[src/rtl/ahb_master_mux_pkg.sv]
// Shared types and constants for the AHB master multiplexer slice.
// Optional feature macro: AHB_MASTER_MUX_STATS_EN (transfer counter).
package ahb_pkg;

  typedef enum logic [1:0] {
    IDLE   = 2'b00,
    BUSY   = 2'b01,
    NONSEQ = 2'b10,
    SEQ    = 2'b11
  } htrans_t;

  typedef logic [2:0] hburst_t;
  typedef logic [2:0] hsize_t;

  typedef enum logic {
    DP_IDLE = 1'b0,
    DP_BUSY = 1'b1
  } dp_state_t;

  localparam int MASTER_IDX_W = 4;

  // Only NONSEQ and SEQ move data; IDLE and BUSY leave the data phase empty.
  function automatic logic is_active_trans(logic [1:0] trans);
    return (trans == NONSEQ) || (trans == SEQ);
  endfunction

endpackage

[src/rtl/ahb_master_mux_if.sv]
// Bus bundle for ahb_master_mux: per-master request fields in, shared bus out.
// Optional feature macro: AHB_MASTER_MUX_STATS_EN (counter is a plain port, not here).
interface ahb_master_mux_if
  import ahb_pkg::*;
#(
  parameter int NUM_MASTERS = 16,
  parameter int ADDR_W      = 32,
  parameter int DATA_W      = 32
);

  logic [MASTER_IDX_W-1:0]       HMASTER;
  logic                          HREADY;
  logic [NUM_MASTERS*ADDR_W-1:0] HADDRx;
  logic [NUM_MASTERS*2-1:0]      HTRANSx;
  logic [NUM_MASTERS-1:0]        HWRITEx;
  logic [NUM_MASTERS*3-1:0]      HSIZEx;
  logic [NUM_MASTERS*3-1:0]      HBURSTx;
  logic [NUM_MASTERS*DATA_W-1:0] HWDATAx;

  logic [ADDR_W-1:0]             HADDR;
  logic [1:0]                    HTRANS;
  logic                          HWRITE;
  hsize_t                        HSIZE;
  hburst_t                       HBURST;
  logic [DATA_W-1:0]             HWDATA;
  logic [MASTER_IDX_W-1:0]       HMASTER_DP;
  logic                          DP_ACTIVE;
  logic                          PROTO_ERR;

  // The mux itself: consumes master requests, drives the shared bus.
  modport master (
    input  HMASTER, HREADY, HADDRx, HTRANSx, HWRITEx, HSIZEx, HBURSTx, HWDATAx,
    output HADDR, HTRANS, HWRITE, HSIZE, HBURST, HWDATA,
    output HMASTER_DP, DP_ACTIVE, PROTO_ERR
  );

  // The surrounding system: supplies requests, observes the shared bus.
  modport slave (
    output HMASTER, HREADY, HADDRx, HTRANSx, HWRITEx, HSIZEx, HBURSTx, HWDATAx,
    input  HADDR, HTRANS, HWRITE, HSIZE, HBURST, HWDATA,
    input  HMASTER_DP, DP_ACTIVE, PROTO_ERR
  );

endinterface

[src/rtl/ahb_master_mux_dp_tracker.sv]
// Data-phase ownership tracker: registers the data-phase master, runs the
// handover FSM and flags a master change while a data phase is wait-stated.
// Optional feature macro: AHB_MASTER_MUX_STATS_EN (completed-transfer counter).
module ahb_master_dp_tracker
  import ahb_pkg::*;
(
  input  logic                    HCLK,
  input  logic                    HRESETn,
  input  logic [MASTER_IDX_W-1:0] HMASTER,
  input  logic                    HREADY,
  input  logic                    sel_active,
  input  logic                    sel_write,
`ifdef AHB_MASTER_MUX_STATS_EN
  output logic [31:0]             STAT_XFER_CNT,
`endif
  output logic [MASTER_IDX_W-1:0] HMASTER_DP,
  output logic                    DP_ACTIVE,
  output logic                    WRITE_DP,
  output logic                    PROTO_ERR
);

  dp_state_t               state;
  dp_state_t               state_next;
  logic [MASTER_IDX_W-1:0] hmaster_prev;
  logic                    handover_err;

  // Handover FSM state register; the state doubles as DP_ACTIVE.
  always_ff @(posedge HCLK) begin
    if (!HRESETn) state <= DP_IDLE;
    else          state <= state_next;
  end

  // Next state follows the incoming transfer only when a phase completes.
  always_comb begin
    state_next   = state;
    DP_ACTIVE    = (state == DP_BUSY);
    handover_err = 1'b0;
    if (HREADY) begin
      state_next = sel_active ? DP_BUSY : DP_IDLE;
    end else if ((state == DP_BUSY) && (HMASTER != hmaster_prev)) begin
      handover_err = 1'b1;
    end
  end

  // Data-phase owner and direction advance only on completed cycles.
  always_ff @(posedge HCLK) begin
    if (!HRESETn) begin
      HMASTER_DP <= '0;
      WRITE_DP   <= 1'b0;
    end else if (HREADY) begin
      HMASTER_DP <= HMASTER;
      WRITE_DP   <= sel_write;
    end
  end

  // Track last cycle's HMASTER and latch a handover error until reset.
  always_ff @(posedge HCLK) begin
    if (!HRESETn) begin
      hmaster_prev <= '0;
      PROTO_ERR    <= 1'b0;
    end else begin
      hmaster_prev <= HMASTER;
      if (handover_err) PROTO_ERR <= 1'b1;
    end
  end

`ifdef AHB_MASTER_MUX_STATS_EN
  // Count completed data phases, saturating at all-ones.
  always_ff @(posedge HCLK) begin
    if (!HRESETn) begin
      STAT_XFER_CNT <= '0;
    end else if (HREADY && DP_ACTIVE && (STAT_XFER_CNT != 32'hFFFF_FFFF)) begin
      STAT_XFER_CNT <= STAT_XFER_CNT + 32'd1;
    end
  end
`endif

endmodule

[src/rtl/ahb_master_mux.sv]
// AHB master multiplexer placed after the arbiter: steers the granted master
// onto the shared address/control bus and the data-phase owner onto HWDATA.
// Optional feature macro: AHB_MASTER_MUX_STATS_EN (adds STAT_XFER_CNT port).
module ahb_master_mux
  import ahb_pkg::*;
#(
  parameter int NUM_MASTERS = 16,
  parameter int ADDR_W      = 32,
  parameter int DATA_W      = 32
)
(
  input  logic             HCLK,
  input  logic             HRESETn,
`ifdef AHB_MASTER_MUX_STATS_EN
  output logic [31:0]      STAT_XFER_CNT,
`endif
  ahb_master_mux_if.master bus
);

  logic sel_valid;
  logic sel_active;
  logic write_dp;

  // Address-phase mux; an out-of-range HMASTER presents an IDLE, all-zero bus.
  always_comb begin
    sel_valid  = (int'(bus.HMASTER) < NUM_MASTERS);
    bus.HADDR  = '0;
    bus.HTRANS = IDLE;
    bus.HWRITE = 1'b0;
    bus.HSIZE  = '0;
    bus.HBURST = '0;
    if (sel_valid) begin
      bus.HADDR  = bus.HADDRx[int'(bus.HMASTER)*ADDR_W +: ADDR_W];
      bus.HTRANS = bus.HTRANSx[int'(bus.HMASTER)*2 +: 2];
      bus.HWRITE = bus.HWRITEx[int'(bus.HMASTER)];
      bus.HSIZE  = bus.HSIZEx[int'(bus.HMASTER)*3 +: 3];
      bus.HBURST = bus.HBURSTx[int'(bus.HMASTER)*3 +: 3];
    end
  end

  assign sel_active = sel_valid && is_active_trans(bus.HTRANS);

  // Write-data mux; only an active write data phase drives nonzero HWDATA.
  always_comb begin
    bus.HWDATA = '0;
    if (bus.DP_ACTIVE && write_dp && (int'(bus.HMASTER_DP) < NUM_MASTERS)) begin
      bus.HWDATA = bus.HWDATAx[int'(bus.HMASTER_DP)*DATA_W +: DATA_W];
    end
  end

  ahb_master_dp_tracker u_dp_tracker (
    .HCLK          (HCLK),
    .HRESETn       (HRESETn),
    .HMASTER       (bus.HMASTER),
    .HREADY        (bus.HREADY),
    .sel_active    (sel_active),
    .sel_write     (bus.HWRITE),
`ifdef AHB_MASTER_MUX_STATS_EN
    .STAT_XFER_CNT (STAT_XFER_CNT),
`endif
    .HMASTER_DP    (bus.HMASTER_DP),
    .DP_ACTIVE     (bus.DP_ACTIVE),
    .WRITE_DP      (write_dp),
    .PROTO_ERR     (bus.PROTO_ERR)
  );

endmodule

[src/flat_wrapper.sv]
// flat-port wrapper written by rule: the top's interface ports become plain ports
module ahb_master_mux_flat import ahb_pkg::*;
#(
  parameter int NUM_MASTERS = 16,
  parameter int ADDR_W      = 32,
  parameter int DATA_W      = 32
)
  (HCLK, HRESETn, bus_HMASTER, bus_HREADY, bus_HADDRx, bus_HTRANSx, bus_HWRITEx, bus_HSIZEx, bus_HBURSTx, bus_HWDATAx, bus_HADDR, bus_HTRANS, bus_HWRITE, bus_HSIZE, bus_HBURST, bus_HWDATA, bus_HMASTER_DP, bus_DP_ACTIVE, bus_PROTO_ERR);
  ahb_master_mux_if #(.NUM_MASTERS(NUM_MASTERS), .ADDR_W(ADDR_W), .DATA_W(DATA_W)) bus_i ();
  input  logic HCLK;
  input  logic HRESETn;
  input wire logic [$bits(bus_i.HMASTER)-1:0] bus_HMASTER;
  input wire logic [$bits(bus_i.HREADY)-1:0] bus_HREADY;
  input wire logic [$bits(bus_i.HADDRx)-1:0] bus_HADDRx;
  input wire logic [$bits(bus_i.HTRANSx)-1:0] bus_HTRANSx;
  input wire logic [$bits(bus_i.HWRITEx)-1:0] bus_HWRITEx;
  input wire logic [$bits(bus_i.HSIZEx)-1:0] bus_HSIZEx;
  input wire logic [$bits(bus_i.HBURSTx)-1:0] bus_HBURSTx;
  input wire logic [$bits(bus_i.HWDATAx)-1:0] bus_HWDATAx;
  output wire logic [$bits(bus_i.HADDR)-1:0] bus_HADDR;
  output wire logic [$bits(bus_i.HTRANS)-1:0] bus_HTRANS;
  output wire logic [$bits(bus_i.HWRITE)-1:0] bus_HWRITE;
  output wire logic [$bits(bus_i.HSIZE)-1:0] bus_HSIZE;
  output wire logic [$bits(bus_i.HBURST)-1:0] bus_HBURST;
  output wire logic [$bits(bus_i.HWDATA)-1:0] bus_HWDATA;
  output wire logic [$bits(bus_i.HMASTER_DP)-1:0] bus_HMASTER_DP;
  output wire logic [$bits(bus_i.DP_ACTIVE)-1:0] bus_DP_ACTIVE;
  output wire logic [$bits(bus_i.PROTO_ERR)-1:0] bus_PROTO_ERR;
  assign bus_i.HMASTER = bus_HMASTER;
  assign bus_i.HREADY = bus_HREADY;
  assign bus_i.HADDRx = bus_HADDRx;
  assign bus_i.HTRANSx = bus_HTRANSx;
  assign bus_i.HWRITEx = bus_HWRITEx;
  assign bus_i.HSIZEx = bus_HSIZEx;
  assign bus_i.HBURSTx = bus_HBURSTx;
  assign bus_i.HWDATAx = bus_HWDATAx;
  assign bus_HADDR = bus_i.HADDR;
  assign bus_HTRANS = bus_i.HTRANS;
  assign bus_HWRITE = bus_i.HWRITE;
  assign bus_HSIZE = bus_i.HSIZE;
  assign bus_HBURST = bus_i.HBURST;
  assign bus_HWDATA = bus_i.HWDATA;
  assign bus_HMASTER_DP = bus_i.HMASTER_DP;
  assign bus_DP_ACTIVE = bus_i.DP_ACTIVE;
  assign bus_PROTO_ERR = bus_i.PROTO_ERR;
  ahb_master_mux #(.NUM_MASTERS(NUM_MASTERS), .ADDR_W(ADDR_W), .DATA_W(DATA_W)) u_core (.HCLK(HCLK), .HRESETn(HRESETn), .bus(bus_i));
endmodule
[config.mk]
export PLATFORM = sky130hd
export DESIGN_NAME = ahb_master_mux_flat
export DESIGN_NICKNAME = d
export VERILOG_FILES = /design/src/rtl/ahb_master_mux_pkg.sv /design/src/rtl/ahb_master_mux_if.sv /design/src/rtl/ahb_master_mux_dp_tracker.sv /design/src/rtl/ahb_master_mux.sv /design/src/flat_wrapper.sv
export SDC_FILE = /design/constraint.sdc
export NUM_CORES = 1
export LEC_CHECK = 0
export BUFFER_PORTS_ARGS = -buffer_cell sky130_fd_sc_hd__buf_2
export CAP_MARGIN = 20
export CORE_AREA = 8 8 489 491
export CTS_CLUSTER_SIZE = 40
export DETAILED_ROUTE_END_ITERATION = 12
export DIE_AREA = 0 0 497 499
export MAX_ROUTING_LAYER = met4
export SYNTH_ARGS = -nofsm -noshare
export SYNTH_HDL_FRONTEND = slang
export SYNTH_SLANG_ARGS = --single-unit
export TNS_END_PERCENT = 5
[constraint.sdc]
create_clock -name HCLK -period 4.7 [get_ports HCLK]
set_input_delay 0 -clock HCLK [delete_from_list [all_inputs] [get_ports HCLK]]
set_output_delay 0 -clock HCLK [all_outputs]
set_load 0.1 [all_outputs]
==> results of run 1 <==
-- placed cells by master, fill, tap and decap left out, types with 3 or more instances in the layout --
cell type                   instances
sky130_fd_sc_hd__a32o_1            18
sky130_fd_sc_hd__mux2_2             4
sky130_fd_sc_hd__mux2i_2            3
sky130_fd_sc_hd__nand2b_1          19
sky130_fd_sc_hd__xor2_1             4
sky130_fd_sc_hd__and2_1             4
sky130_fd_sc_hd__mux4_1            25
sky130_fd_sc_hd__mux2i_1          121
sky130_fd_sc_hd__clkbuf_16          3
sky130_fd_sc_hd__o211a_1           18
sky130_fd_sc_hd__dfxtp_1            8
sky130_fd_sc_hd__nand3b_1          19
sky130_fd_sc_hd__buf_4             40
sky130_fd_sc_hd__dfxtp_4            3
sky130_fd_sc_hd__o22ai_1           14
sky130_fd_sc_hd__diode_2          131
sky130_fd_sc_hd__mux4_2           268
sky130_fd_sc_hd__buf_12             6
sky130_fd_sc_hd__nor2b_1            4
sky130_fd_sc_hd__buf_2           1249
sky130_fd_sc_hd__o32ai_1           18
-- power by group through the flow --
stage	clock network (mW)	logic [mW]	registers (mW)
floorplan	0	1.25	0.128
global placement	0	2.34	0.131
detailed placement	0	2.35	0.132
CTS	0.167	2.35	0.130
global route	0.171	2.42	0.132
finish	0.161	2.30	0.128
-- path summary, 6_finish.rpt --
kind,startpoint,endpoint
worst max register to register,u_core.u_dp_tracker.HMASTER_DP[2]$_SDFFE_PN0P_,u_core.u_dp_tracker.HMASTER_DP[2]$_SDFFE_PN0P_
worst min-delay path,HRESETn,u_core.u_dp_tracker.PROTO_ERR$_SDFFE_PN0P_
worst max-delay path,u_core.u_dp_tracker.HMASTER_DP[0]$_SDFFE_PN0P_,bus_HWDATA[17]
worst min register to register,u_core.u_dp_tracker.PROTO_ERR$_SDFFE_PN0P_,u_core.u_dp_tracker.PROTO_ERR$_SDFFE_PN0P_
-- sequential cells by signal (all words and copies together) (netlist names) --
name                              count
u_core.u_dp_tracker.HMASTER_DP        4
u_core.u_dp_tracker.hmaster_prev      4
u_core.u_dp_tracker.DP_ACTIVE         1
u_core.u_dp_tracker.PROTO_ERR         1
u_core.u_dp_tracker.WRITE_DP          1
-- cell families after synthesis --
logic type,count (synthesis),share of synthesized area (%)
buf+inv,107,6.15
mux,421,81.0
flops,11,2.23
simple gates,53,3.50
xor+xnor,4,0.356
compound gates,77,6.78
-- critical path: stages, from the launching register on --
cell,delay (ns)
sky130_fd_sc_hd__dfxtp_4,0.64
sky130_fd_sc_hd__buf_4,0.46
sky130_fd_sc_hd__mux4_2,0.57
sky130_fd_sc_hd__mux2i_2,0.87
sky130_fd_sc_hd__o22ai_1,0.44
sky130_fd_sc_hd__buf_2,0.43
-- area by class of cell --
class | instances | area (sq um)
tap | 3043 | 3810
timing repair buffer | 1297 | 6700
multi-input combinational | 555 | 9050
fill | 27100 | 211000
clock inverter | 1 | 5.00
clock buffer | 3 | 75.1
antenna | 131 | 328
inverter | 2 | 7.51
sequential | 11 | 231
-- stage by stage --
stage,hold WS (ns),instance area [sq um]
3_3_place_gp,0.363,19800
4_1_cts,0.113,19900
3_5_place_dp,0.368,19800
6_report,0.0975,20200
5_1_grt,0.119,20200
2_1_floorplan,0.128,9850
-- layer usage --
metal	vias up	global-route usage [%]	part of all wire, %
met5	-	-	0
met2	1249	17.0	46
met3	206	4.32	11
met4	0	2.98	4.2
met1	6712	11.5	39
li1	5713	-	-
==> summary by stage, run 1 <==
Status
The run finished with clean final reports.

Global route
The number of global-route vias before repair is 14900. Across every metal layer, demand over resource in global routing totals 10.3%. The initial antenna violation count is 137.

After global routing the overflow that remains totals 0. The pin count of the biggest net entering global routing is 76. The first-pass GRT wire length is 163000 um.

Logic synthesis
The top-area cell type share of the netlist area is 61.3%. The post-synthesis cell type with the largest combined area is sky130_fd_sc_hd__mux4_2. The count of cell types in the netlist is 31. Dividing the synthesized area by the synthesized cell count gives 14.6 sq um.

The number of synthesized register bits is 11. The Yosys step of the flow raised 0 warnings. The instance count of the mapped netlist is 673. The synthesized design contains 0 enable-type register cells. By instance count, the leading cell after synthesis is sky130_fd_sc_hd__mux4_2. The fraction of the yosys area taken by sequential cells is 2.23%. After synthesis the cells add up to 9850 sq um.

Among all flip-flop cells after synthesis, the most frequent one is sky130_fd_sc_hd__dfxtp_1. By area the synthesized netlist is led by sky130_fd_sc_hd__mux4_2 (61%), sky130_fd_sc_hd__mux2i_1 (13%), sky130_fd_sc_hd__mux4_1 (6.7%). The commonest cells after synthesis are sky130_fd_sc_hd__mux4_2 (268), sky130_fd_sc_hd__mux2i_1 (124), sky130_fd_sc_hd__clkbuf_1 (47), sky130_fd_sc_hd__buf_2 (27), sky130_fd_sc_hd__mux4_1 (25). When the netlist entered floorplanning its net count stood at 1848. The fraction of synthesis flops using an asynchronous set or reset pin is 0%.

Floorplan
For this configuration, the core starts out at a cell density of 4.26%. In this run the count of I/O pins placed on the die edge is 1254. The core outline area is 231000 sq um. The floorplan has 177 rows. The die area is 248000 sq um. The height of the die is 499 um. The die outline width is 497 um.

Timing
The achievable frequency is 266 MHz. The clock period could shrink to 3.76 ns. In the post-route analysis, the smallest setup slack over all paths is 0.936 ns. Setup repair after global routing left no endpoint under its margin. The pin slew with the least headroom to its limit is 1.11 ns. The worst-case clock skew is 0.00354 ns.

The final-report hold violation count is 0. The number of pins exceeding their max-slew limit in the final report was 0. Setup total negative slack on the finished layout was measured at 0 ns. In this run the tightest slew margin relative to its limit is 24.3%. The setup violation total in the final timing report is 0. The period utilization is 80.1%.

Pwr
The internal portion of the total power is 1.17 mW. Per report_power, the combinational group accounts for 88.8% of the total. The leakage component of the power is 8.11 nW.

Net switching is 54.9% of the power. The net switching power of the design is 1.42 mW. IR analysis of the VDD net gives a maximum drop of 0.0000873 V. The sequential power share is 4.9%.

The clock network accounts for 6.2% of the total power. The power per standard cell area is 128 nW/um^2. Overall power consumption after layout is estimated at 2.58 mW.

Worst setup path
Data on the critical path is required at its endpoint by 4.70 ns. The worst reg-to-reg setup slack is 3.29 ns. Of all nets on the critical path, the largest fanout is 22.

The worst endpoint data arrival time is 3.76 ns. The worst setup path is of the reg -> out kind. The element type at the critical path start is a register. STA classifies the critical path endpoint as an output port. Counting cells, the worst reg-to-reg path comes to 3.

Routing
The aggregate routed wire length is 133000 um. The detailed router finished its first iteration with 1272 violations. The average wire length per cell after detail routing is 26.3 um.

Detailed routing inserted a total of 13900 vias. The number of detailed-routing iterations run before antenna repair is 5. In this run the remaining antenna-violating nets after routing total 0. The remaining routing DRC violations is 0. The vias per cell is 2.75.

Run
The max-capacitance violation count is 0.

Finish
From synthesis to final layout, the design area changed by 105%. The post-layout instance count excluding filler cells is 5043. The final layout contains 3045 nets. Cells fill 8.73% of the core in the end. The share of final-layout standard cells stronger than drive strength 1 is 84.6%.

Placement
The minimum setup slack after placement is 1.36 ns. The number of port buffers is 1253. The post-DP HPWL is 123000 um. The congestion estimate from routability-driven global placement came to 1.00.

The instance count after placement with tap cells included is 4908.

CTS
The post-CTS setup-driven buffer insertion count is 0. The maximum number of buffers from clock root to sink is 2. After clock tree synthesis, the flow added hold-fix buffers numbering 0.

The number of CTS-inserted buffers is 3. The number of H-tree levels is 1. After clock tree synthesis, the clock-pin slew on the worst setup and hold paths is 0.05 ns. The cell at the root of the clock tree is sky130_fd_sc_hd__clkbuf_16. For the worst-skew pair, the clock arrives at the later sink with an insertion delay of 0.24 ns.

The clock net in this run drives a total of 11 sinks. The post-cts sizing count is 0. The clock tree from TritonCTS is yes.

Min path
Counting instances, the worst hold path has a depth of 2. The class of the tightest hold or removal check is in -> reg.
Note: power is estimated with default switching activity, not from simulation.
==> inputs of run 2 (changes only) <==
- CORE_AREA: 8 8 489 491 -> 8 8 476 478
- DIE_AREA: 0 0 497 499 -> 0 0 484 486
- clock period: 4.7 -> 3.4 ns (I/O delays scaled with it)
==> summary by stage, run 2 (synthesis results as in run 1) <==
Status
Run status: finished, final reports clean (unchanged).

Timing
Subtracting the final worst setup slack from the clock period gives 2.97 ns. The worst slack on hold paths is 0.109 ns (was 0.0975 ns). Unrepaired setup endpoints after global routing: false (unchanged). The final critical-path setup slack is 0.425 ns (was 0.936 ns). The final-report hold violation count is 0 (unchanged). The setup violation total in the final timing report was 0 (unchanged).

The relative max-transition margin was 29.4% (was 24.3%). The number of pins exceeding their max-slew limit in the final report is 0 (unchanged). The period utilization is 87.5%. The achievable frequency is 336 MHz. The pin slew with the least headroom to its limit is 1.06 ns (was 1.11 ns). The worst-case clock skew is 0.00940 ns (was 0.00354 ns). The setup total negative slack is 0 ns (unchanged).

Worst setup path
The slowest cell on the critical path is sky130_fd_sc_hd__mux2i_1 (was sky130_fd_sc_hd__mux2i_2). The endpoint class of the critical path is an output port (unchanged). The worst reg2reg path depth is 3 (unchanged). The endpoint of the lowest-slack register-to-register path is u_core.u_dp_tracker.HMASTER_DP[2]$_SDFFE_PN0P_ (unchanged). The startpoint of the worst register-to-register path is u_core.u_dp_tracker.HMASTER_DP[2]$_SDFFE_PN0P_ (unchanged). The classification of the worst setup path is reg -> out (unchanged). The worst endpoint data arrival time came to 2.97 ns (was 3.76 ns). The worst reg-to-reg setup slack came to 1.85 ns (was 3.29 ns). The largest stage delay on the critical path is 0.61 ns (was 0.87 ns). The element type at the critical path start is a register (unchanged).

The critical path data required time is 3.40 ns (was 4.70 ns). Cell chain of the critical path: buf_12 > buf_12 > mux4_2 > mux2i_1 > o22ai_1 > buf_2 (was buf_4 > mux4_2 > mux2i_2 > o22ai_1 > buf_2). The dominant cell type by count on the critical path is sky130_fd_sc_hd__buf_12. The family with the most delay on the worst path is multiplexers (unchanged).

The number of buffers and inverters on the critical path was 3 (was 2). The largest fanout on the critical path is 16 (was 22).

Routing
The number of detailed-routing iterations run before antenna repair is 5 (unchanged). The average wire length per cell after detail routing is 31.9 um (was 26.3 um). The detailed-route via count was 14700 (was 13900). The number of DRC markers after the initial detailed-route iteration is 933 (was 1272). The aggregate routed wire length is 159000 um (was 133000 um). The vias per cell is 2.95 (was 2.75). The count of nets left with antenna violations after detail routing came to 0 (unchanged). The remaining routing DRC violations is 0 (unchanged).

CTS
The source-to-sink clock delay at the later pin of the worst-skew pair is 0.25 ns (was 0.24 ns). The cell at the root of the clock tree is sky130_fd_sc_hd__clkbuf_16 (unchanged). The number of H-tree levels came to 1 (unchanged). The number of buffers added to fix hold violations after cts is 0 (unchanged). The clock tree from TritonCTS is yes (unchanged). The maximum number of buffers from clock root to sink is 2 (unchanged).

The number of CTS-inserted buffers was 3 (unchanged). The post-cts sizing count is 0 (unchanged). The CTS sink count is 11 (unchanged). The clock transition time at the flip-flop clock pins of the worst setup and hold paths is 0.05 ns (about the same). The post-CTS setup-driven buffer insertion count is 0 (unchanged).

Finish
The utilization after layout is 9.31% (was 8.73%). The post-layout instance count excluding filler cells is 4972 (was 5043). Most frequent cells in the layout: sky130_fd_sc_hd__buf_2 (1247), sky130_fd_sc_hd__mux4_2 (268), sky130_fd_sc_hd__mux2i_1 (124) (was sky130_fd_sc_hd__buf_2 (1249), sky130_fd_sc_hd__mux4_2 (268), sky130_fd_sc_hd__mux2i_1 (121)). The net count of the finished layout is 3042 (was 3045). The commonest non-fill, non-tap cell in the layout is sky130_fd_sc_hd__buf_2 (unchanged). The share of final-layout standard cells stronger than drive strength 1 came to 84.5% (was 84.6%). The area overhead of the layout relative to synthesis is 107% (was 105%). The design area is 20400 sq um (was 20200 sq um). Registers with the highest flip-flop counts: u_core.u_dp_tracker.HMASTER_DP x4, u_core.u_dp_tracker.hmaster_prev x4 (unchanged). The layout filler cell count is 25500 (was 27100).

Placement
The total cell area at the placement stage is 19700 sq um (was 19800 sq um). The number of port buffers is 1253 (unchanged). The minimum setup slack after placement was 0.628 ns (was 1.36 ns). The instance count after placement with tap cells included was 4733 (was 4908). The post-DP HPWL is 149000 um (was 123000 um). The weighted congestion at the end of routability-driven global placement is 1.01 (was 1.00).

Floorplan
The die outline width came to 484 um (was 497 um). The die area is 235000 sq um (was 248000 sq um). The row count came to 172 (was 177).

The core outline area is 219000 sq um (was 231000 sq um). The starting utilization of the core area is 4.51% (was 4.26%). The number of top-level design ports is 1254 (unchanged).

The height of the die is 486 um (was 499 um).

Pwr
The leakage component of the power is 8.14 nW (was 8.11 nW). The power per standard cell area is 171 nW/um^2 (was 128 nW/um^2). The worst IR drop on VDD was 0.000125 V (was 0.0000873 V). The post-layout total power is 3.48 mW (was 2.58 mW).

Global route
The total congestion overflow after global routing is 0 (unchanged). The initial antenna violation count is 247 (was 137). The pin count of the biggest net entering global routing is 66 (was 76). The global-route total usage across every layer is 13.0% (was 10.3%). The first-pass GRT wire length is 191000 um (was 163000 um). The number of global-route vias before repair came to 15300 (was 14900).

Min path
The class of the tightest hold or removal check is in -> reg (unchanged). The cell count of the worst hold path came to 2 (unchanged). The capture endpoint of the worst hold path was u_core.u_dp_tracker.WRITE_DP$_SDFFE_PN0P_ (was u_core.u_dp_tracker.PROTO_ERR$_SDFFE_PN0P_). The startpoint of the most critical hold path is bus_HREADY (was HRESETn).

Run
The max-capacitance violation count is 0 (unchanged).
[run 2: metal layers]
layer | GRT usage (%) | share of wire (%) | vias to the layer above
li1 | - | - | 5841
met5 | - | 0 | -
met1 | 14.0 | 37 | 7151
met2 | 20.6 | 46 | 1357
met3 | 6.39 | 12 | 324
met4 | 5.22 | 4.7 | 0
[run 2: layout make-up]
| type | count | area (sq um) | area share [%] |
|---|---|---|---|
| clock buffer | 4 | 78.8 | 0.387 |
| antenna | 235 | 588 | 2.89 |
| tap | 2871 | 3590 | 17.7 |
| multi-input combinational | 555 | 9060 | 44.5 |
| inverter | 2 | 7.51 | 0.0369 |
| timing repair buffer | 1294 | 6800 | 33.4 |
| sequential | 11 | 231 | 1.14 |
[run 2: how the worst max path moves through the flow]
stage,from,cells past startpoint,end,slack (ns)
finish,u_core.u_dp_tracker.HMASTER_DP[0]$_SDFFE_PN0P_,6,bus_HWDATA[7],0.43
floorplan,u_core.u_dp_tracker.HMASTER_DP[0]$_SDFFE_PN0P_,7,bus_HWDATA[13],-0.91
global placement,u_core.u_dp_tracker.HMASTER_DP[0]$_SDFFE_PN0P_,6,bus_HWDATA[7],0.63
detailed placement,u_core.u_dp_tracker.HMASTER_DP[0]$_SDFFE_PN0P_,7,bus_HWDATA[3],0.63
global route,u_core.u_dp_tracker.HMASTER_DP[0]$_SDFFE_PN0P_,7,bus_HWDATA[3],0.29
CTS,u_core.u_dp_tracker.HMASTER_DP[0]$_SDFFE_PN0P_,7,bus_HWDATA[3],0.35
[run 2: report_power, final]
part | switching [mW] | internal [mW] | total, mW
clock network | 0.0669 | 0.158 | 0.225
logic | 1.77 | 1.31 | 3.08
registers | 0.0335 | 0.137 | 0.170
total | 1.87 | 1.60 | 3.48
